$ cat config.mk
export PLATFORM = sky130hd
export DESIGN_NAME = repeated_sub_divider
export DESIGN_NICKNAME = d
export VERILOG_FILES = /design/src/rtl/repeated_sub_divider.sv
export SDC_FILE = /design/constraint.sdc
export NUM_CORES = 1
export LEC_CHECK = 0
export ABC_AREA = 1
export CAP_MARGIN = 10
export CORE_MARGIN = 1
export CORE_UTILIZATION = 55
export CTS_CLUSTER_SIZE = 12
export DETAILED_ROUTE_END_ITERATION = 12
export PLACE_DENSITY_LB_ADDON = 0.2
export SETUP_SLACK_MARGIN = 0.2
export SLEW_MARGIN = 20
export SYNTH_ARGS = -nofsm -noshare
export SYNTH_HDL_FRONTEND = slang
export SYNTH_SLANG_ARGS = --single-unit
$ cat constraint.sdc
create_clock -name clk -period 2.7 [get_ports clk]
set_input_delay 0.54 -clock clk [delete_from_list [all_inputs] [get_ports clk]]
set_output_delay 0.54 -clock clk [all_outputs]
set_load 0.02 [all_outputs]
$ cat src/rtl/repeated_sub_divider.sv
// rtl/repeated_sub_divider.sv - sequential unsigned divider by repeated subtraction
//
// Purpose:
//    Divides an unsigned dividend by an unsigned divisor by subtracting the
//    divisor from a running remainder and counting the subtractions. The
//    dividend and then the divisor arrive on the shared din bus in the two
//    cycles after start is accepted. Results stay registered until the next
//    operation begins.
//
// Configuration macro:
//    DIV_DONE_PULSE_EN - defined: done is a one-cycle pulse and the FSM
//                        returns to IDLE unconditionally.
//                        undefined: done holds while start stays high and the
//                        FSM returns to IDLE at the first edge with start low.
//
// Ports:
//    clk        in   1      rising-edge clock
//    rst        in   1      synchronous active-high reset
//    start      in   1      operation request, sampled only in IDLE
//    din        in   WIDTH  dividend in LDA cycle, divisor in LDB cycle
//    busy       out  1      high in LDA, LDB, SUB
//    done       out  1      high in DONE
//    dbz        out  1      divide-by-zero flag, valid while done is high
//    quotient   out  WIDTH  registered quotient
//    remainder  out  WIDTH  registered remainder

module repeated_sub_divider #(
   parameter int WIDTH = 16
) (
   input  logic             clk,
   input  logic             rst,
   input  logic             start,
   input  logic [WIDTH-1:0] din,
   output logic             busy,
   output logic             done,
   output logic             dbz,
   output logic [WIDTH-1:0] quotient,
   output logic [WIDTH-1:0] remainder
);

   typedef enum logic [2:0] {
      IDLE = 3'd0,
      LDA  = 3'd1,
      LDB  = 3'd2,
      SUB  = 3'd3,
      DONE = 3'd4
   } state_t;

   state_t           state;
   state_t           state_next;
   logic [WIDTH-1:0] divisor;
   logic             divisor_zero;
   logic             rem_ge;

   assign divisor_zero = (divisor == '0);
   assign rem_ge       = (remainder >= divisor);

   // State register
   always_ff @(posedge clk) begin
      if (rst) begin
         state <= IDLE;
      end else begin
         state <= state_next;
      end
   end

   // Next-state and Moore outputs
   always_comb begin
      state_next = state;
      busy       = 1'b0;
      done       = 1'b0;
      case (state)
         IDLE: begin
            if (start) begin
               state_next = LDA;
            end
         end
         LDA: begin
            busy       = 1'b1;
            state_next = LDB;
         end
         LDB: begin
            busy       = 1'b1;
            state_next = SUB;
         end
         SUB: begin
            busy = 1'b1;
            // A zero divisor must leave immediately, otherwise rem_ge would
            // keep the loop alive forever.
            if (divisor_zero || !rem_ge) begin
               state_next = DONE;
            end
         end
         DONE: begin
            done = 1'b1;
`ifdef DIV_DONE_PULSE_EN
            state_next = IDLE;
`else
            // Holding in DONE while start is high prevents a held start
            // from retriggering a new operation.
            if (!start) begin
               state_next = IDLE;
            end
`endif
         end
         default: begin
            state_next = IDLE;
         end
      endcase
   end

   // Datapath registers
   always_ff @(posedge clk) begin
      if (rst) begin
         quotient  <= '0;
         remainder <= '0;
         divisor   <= '0;
         dbz       <= 1'b0;
      end else begin
         case (state)
            LDA: begin
               remainder <= din;
               dbz       <= 1'b0;
            end
            LDB: begin
               divisor  <= din;
               quotient <= '0;
            end
            SUB: begin
               if (divisor_zero) begin
                  quotient <= '1;
                  dbz      <= 1'b1;
               end else if (rem_ge) begin
                  // Guarded by rem_ge, so this never underflows; the count
                  // is bounded by the dividend so it never wraps either.
                  remainder <= remainder - divisor;
                  quotient  <= quotient + WIDTH'(1);
               end
            end
            default: begin
            end
         endcase
      end
   end

endmodule
==> run_summary.xml <==
<?xml version="1.0" encoding="UTF-8"?>
<metrics>
  <group name="synth">
    <metric name="synth_edf_count" unit="">0</metric>
    <metric name="synth_unique_cells" unit="">25</metric>
    <metric name="synth-adder-area-share" unit="%">6.41</metric>
    <metric name="synth_area_leaders" unit="">sky130_fd_sc_hd__dfxtp_1, sky130_fd_sc_hd__nand2_1, sky130_fd_sc_hd__inv_1</metric>
    <metric name="post_synth_xor_area_fraction" unit="%">1.93</metric>
    <metric name="synth.cells.most_frequent" unit="">sky130_fd_sc_hd__nand2_1, sky130_fd_sc_hd__inv_1, sky130_fd_sc_hd__nor2_1, sky130_fd_sc_hd__dfxtp_1, sky130_fd_sc_hd__a21oi_1</metric>
    <metric name="syn_area" unit="um2">3630</metric>
    <metric name="postSynthNetCount" unit="">652</metric>
    <metric name="synth.avg_cell_area" unit="um2">5.91</metric>
    <metric name="post_synth_and_or_nand_nor_area_fraction" unit="%">39.5</metric>
    <metric name="synth_sequential_area_ratio" unit="%">28.7</metric>
    <metric name="yosys_warning_count" unit="">0</metric>
    <metric name="post-synth-top-area-cell" unit="">sky130_fd_sc_hd__dfxtp_1</metric>
    <metric name="synthFlopType" unit="">sky130_fd_sc_hd__dfxtp_1</metric>
    <metric name="synth-async-reset-ratio" unit="%">0</metric>
    <metric name="synth_top_family_by_area" unit="">simple AND/OR/NAND/NOR gates</metric>
    <metric name="ys_ff_latch" unit="">52</metric>
    <metric name="yosys.cell_count.top_type" unit="">sky130_fd_sc_hd__nand2_1</metric>
    <metric name="post_synth_inst_count" unit="">615</metric>
    <metric name="synth_top_area_share" unit="%">28.7</metric>
    <metric name="post_synth_mux_area_share" unit="%">0</metric>
    <metric name="synth_compound_area_share" unit="%">11.7</metric>
  </group>
  <group name="drt">
    <metric name="drc_errors" unit="">0</metric>
    <metric name="vias" unit="">3912</metric>
    <metric name="starting_drt_drc_count" unit="">349</metric>
    <metric name="wire_per_inst" unit="um">12.1</metric>
    <metric name="post_drt_via_cell_ratio" unit="">5.27</metric>
    <metric name="wirelength" unit="mm">9.02</metric>
    <metric name="drtPass1Iterations" unit="">5</metric>
    <metric name="post_detailed_route_count_of_antenna_violating_nets" unit="">0</metric>
  </group>
  <group name="finish">
    <metric name="final-seq-area" unit="um2">1040</metric>
    <metric name="post-route-util" unit="%">68.5</metric>
    <metric name="flow.area_growth_from_synthesis" unit="%">19.8</metric>
    <metric name="multi_input_area" unit="um2">2180</metric>
    <metric name="filler_cell_count" unit="">571</metric>
    <metric name="fin_nets" unit="">703</metric>
    <metric name="final_layout_size_suffix_gt1_share" unit="%">4.20</metric>
    <metric name="antennaDiodeCount" unit="">0</metric>
    <metric name="stdcell_count" unit="">743</metric>
  </group>
  <group name="grt">
    <metric name="grt_max_degree" unit="">39</metric>
    <metric name="grt_usage" unit="%">26.3</metric>
    <metric name="antenna_found_initial" unit="">0</metric>
    <metric name="grt_pass1_wl" unit="mm">15.4</metric>
    <metric name="grt_overflow_total" unit="">0</metric>
    <metric name="grt_pass1_vias" unit="">3553</metric>
  </group>
  <group name="placed_design">
    <metric name="numPlacedInstances" unit="">734</metric>
    <metric name="buffer_ports.inserted" unit="">53</metric>
    <metric name="place_congestion" unit="">0.889</metric>
    <metric name="place_hpwl" unit="mm">6.50</metric>
  </group>
  <group name="cts">
    <metric name="max-clock-path-buffers" unit="">2</metric>
    <metric name="clock-root-buffer" unit="">sky130_fd_sc_hd__clkbuf_8</metric>
    <metric name="cts.hold.buffers_added" unit="">0</metric>
    <metric name="cts_made_buffers" unit="">5</metric>
    <metric name="clkLatencyLatePin" unit="ns">0.31</metric>
    <metric name="reg_clk_slew_reported_paths" unit="ns">0.10</metric>
    <metric name="clock_tree.htree_level_count" unit="">2</metric>
    <metric name="tritoncts" unit="">yes</metric>
    <metric name="numClockSinks" unit="">52</metric>
  </group>
  <group name="critical_path">
    <metric name="reg2reg_depth" unit="">13</metric>
    <metric name="cp-start-kind" unit="">flop</metric>
    <metric name="critPathRequiredTime" unit="ns">2.91</metric>
    <metric name="critical_path_peak_fanout" unit="">16</metric>
    <metric name="critPathCaptureType" unit="">flop</metric>
    <metric name="critPathKind" unit="">reg -&gt; reg</metric>
    <metric name="arrival" unit="ns">2.48</metric>
  </group>
  <group name="sta">
    <metric name="fmax" unit="GHz">0.440</metric>
    <metric name="max_slew.worst_pin.slew" unit="ns">0.997</metric>
    <metric name="max-slew-margin-rel" unit="%">33.1</metric>
    <metric name="final-hold-violation-count" unit="">0</metric>
    <metric name="timing_max_transition_violations_final" unit="">0</metric>
    <metric name="finalSetupViolCount" unit="">0</metric>
    <metric name="timing.setup.tns" unit="ns">0</metric>
    <metric name="hold_slack" unit="ns">0.488</metric>
    <metric name="unrepaired_setup_endpoints_after_global_routing" unit="">false</metric>
    <metric name="period_share" unit="%">84.2</metric>
    <metric name="final.setup_skew" unit="ns">0.00485</metric>
    <metric name="finalWorstPathRequiredPeriod" unit="ns">2.27</metric>
  </group>
  <group name="floorplanning">
    <metric name="design.core.area" unit="um2">6350</metric>
    <metric name="die_h" unit="um">83.3</metric>
    <metric name="floorplan.rows" unit="">29</metric>
    <metric name="die_w" unit="um">83.3</metric>
    <metric name="start_util" unit="%">57.2</metric>
    <metric name="dieArea" unit="um2">6930</metric>
    <metric name="design.portCount" unit="">54</metric>
  </group>
  <group name="power_and_ir_drop">
    <metric name="power_density" unit="nW/um2">969</metric>
    <metric name="p_leak" unit="nW">2.07</metric>
    <metric name="peakVddDrop" unit="uV">518</metric>
    <metric name="totalPowerFinal" unit="mW">4.22</metric>
  </group>
  <group name="worst_hold_path">
    <metric name="min_path_cells" unit="">2</metric>
    <metric name="hold_crit_class" unit="">reg -&gt; reg</metric>
  </group>
  <group name="flow_run">
    <metric name="max_cap_violations" unit="">0</metric>
  </group>
  <group name="outcome">
    <metric name="status" unit="">completed</metric>
  </group>
</metrics>
registers in the layout (all words and copies together), names as in the netlist:
name       count
divisor       16
remainder     16
dbz            1
state          3
quotient      16
cell usage in the layout (no fill, tap or decap), types with 2 or more instances in the layout:
cell,instances
sky130_fd_sc_hd__nand4_1,9
sky130_fd_sc_hd__xnor2_1,2
sky130_fd_sc_hd__dfxtp_1,52
sky130_fd_sc_hd__inv_2,3
sky130_fd_sc_hd__nor2_1,75
sky130_fd_sc_hd__a21oi_1,50
sky130_fd_sc_hd__inv_1,88
sky130_fd_sc_hd__xor2_1,6
sky130_fd_sc_hd__nor3_1,7
sky130_fd_sc_hd__ha_1,17
sky130_fd_sc_hd__clkdlybuf4s50_1,53
sky130_fd_sc_hd__o21ai_0,31
sky130_fd_sc_hd__nand2_4,2
sky130_fd_sc_hd__a31oi_1,2
sky130_fd_sc_hd__nand3_1,49
sky130_fd_sc_hd__clkbuf_8,5
sky130_fd_sc_hd__nand3b_1,3
sky130_fd_sc_hd__buf_4,8
sky130_fd_sc_hd__nand2_1,191
sky130_fd_sc_hd__nand2_2,3
critical path: stages, from the launching register on:
cell                      delay (ns)
sky130_fd_sc_hd__dfxtp_1        0.32
sky130_fd_sc_hd__inv_1          0.07
sky130_fd_sc_hd__ha_1           0.34
sky130_fd_sc_hd__nand2_2        0.14
sky130_fd_sc_hd__inv_1          0.05
sky130_fd_sc_hd__a21oi_1        0.29
sky130_fd_sc_hd__nor2_1         0.10
sky130_fd_sc_hd__nor2_2         0.17
sky130_fd_sc_hd__nand2_1        0.11
sky130_fd_sc_hd__nand2_2        0.10
sky130_fd_sc_hd__buf_4          0.23
sky130_fd_sc_hd__nand3_1        0.11
sky130_fd_sc_hd__nand2_1        0.08
sky130_fd_sc_hd__nor2_1         0.07
power breakdown:
group | switching, mW | leakage, nW | total [mW] | internal, mW
Sequential | 0.135 | 0.426 | 1.08 | 0.941
Combinational | 1.72 | 1.60 | 2.70 | 0.979
Clock | 0.266 | 0.0400 | 0.442 | 0.176
Total | 2.12 | 2.07 | 4.22 | 2.10
cell families (layout without fill, tap and decap cells):
family | Yosys count | after routing
and+or+nand+nor | 343 | 343
xor gates and xnor gates | 8 | 8
adders and majority gates | 18 | 18
buffers and inverters | 110 | 161
DFF | 52 | 52
AOI/OAI and AO/OA | 84 | 84
cell type report:
cell class / count / area share (%)
Multi-Input combinational cell: 453 / 50.0
Sequential cell: 52 / 23.9
Timing Repair Buffer: 62 / 14.0
Inverter: 92 / 7.94
Tap cell: 77 / 2.21
Clock buffer: 5 / 1.58
Clock inverter: 2 / 0.288
worst paths after layout:
path | slack [ns] | to | startpoint
max reg2reg | 0.43 | quotient[15] | divisor[11]
min reg2reg | 0.49 | dbz | dbz
max | 0.43 | quotient[15] | divisor[11]
min | 0.49 | dbz | dbz
metrics by stage:
stage / instance area (um2) / setup WS (ns)
after CTS: 4310 / 0.403
after floorplan: 3630 / 0.447
after global placement: 4230 / 0.468
after detailed placement: 4230 / 0.421
after global routing: 4350 / 0.198
final: 4350 / 0.427
what timing repair did:
action | in CTS | in global routing
setup buffers | 0 | 2
resized for setup | 0 | 6
endpoints found under the setup margin | 0 | 17
metal layers:
| layer | vias to the layer above | GRT usage [%] | wire length (um) |
|---|---|---|---|
| met5 | - | 0 | 0 |
| met4 | 0 | 8.46 | 107 |
| met3 | 12 | 3.78 | 601 |
| met2 | 137 | 43.2 | 4150 |
| met1 | 1734 | 35.5 | 4160 |
| li1 | 2029 | - | - |
Power figures use the tool's default switching activity.
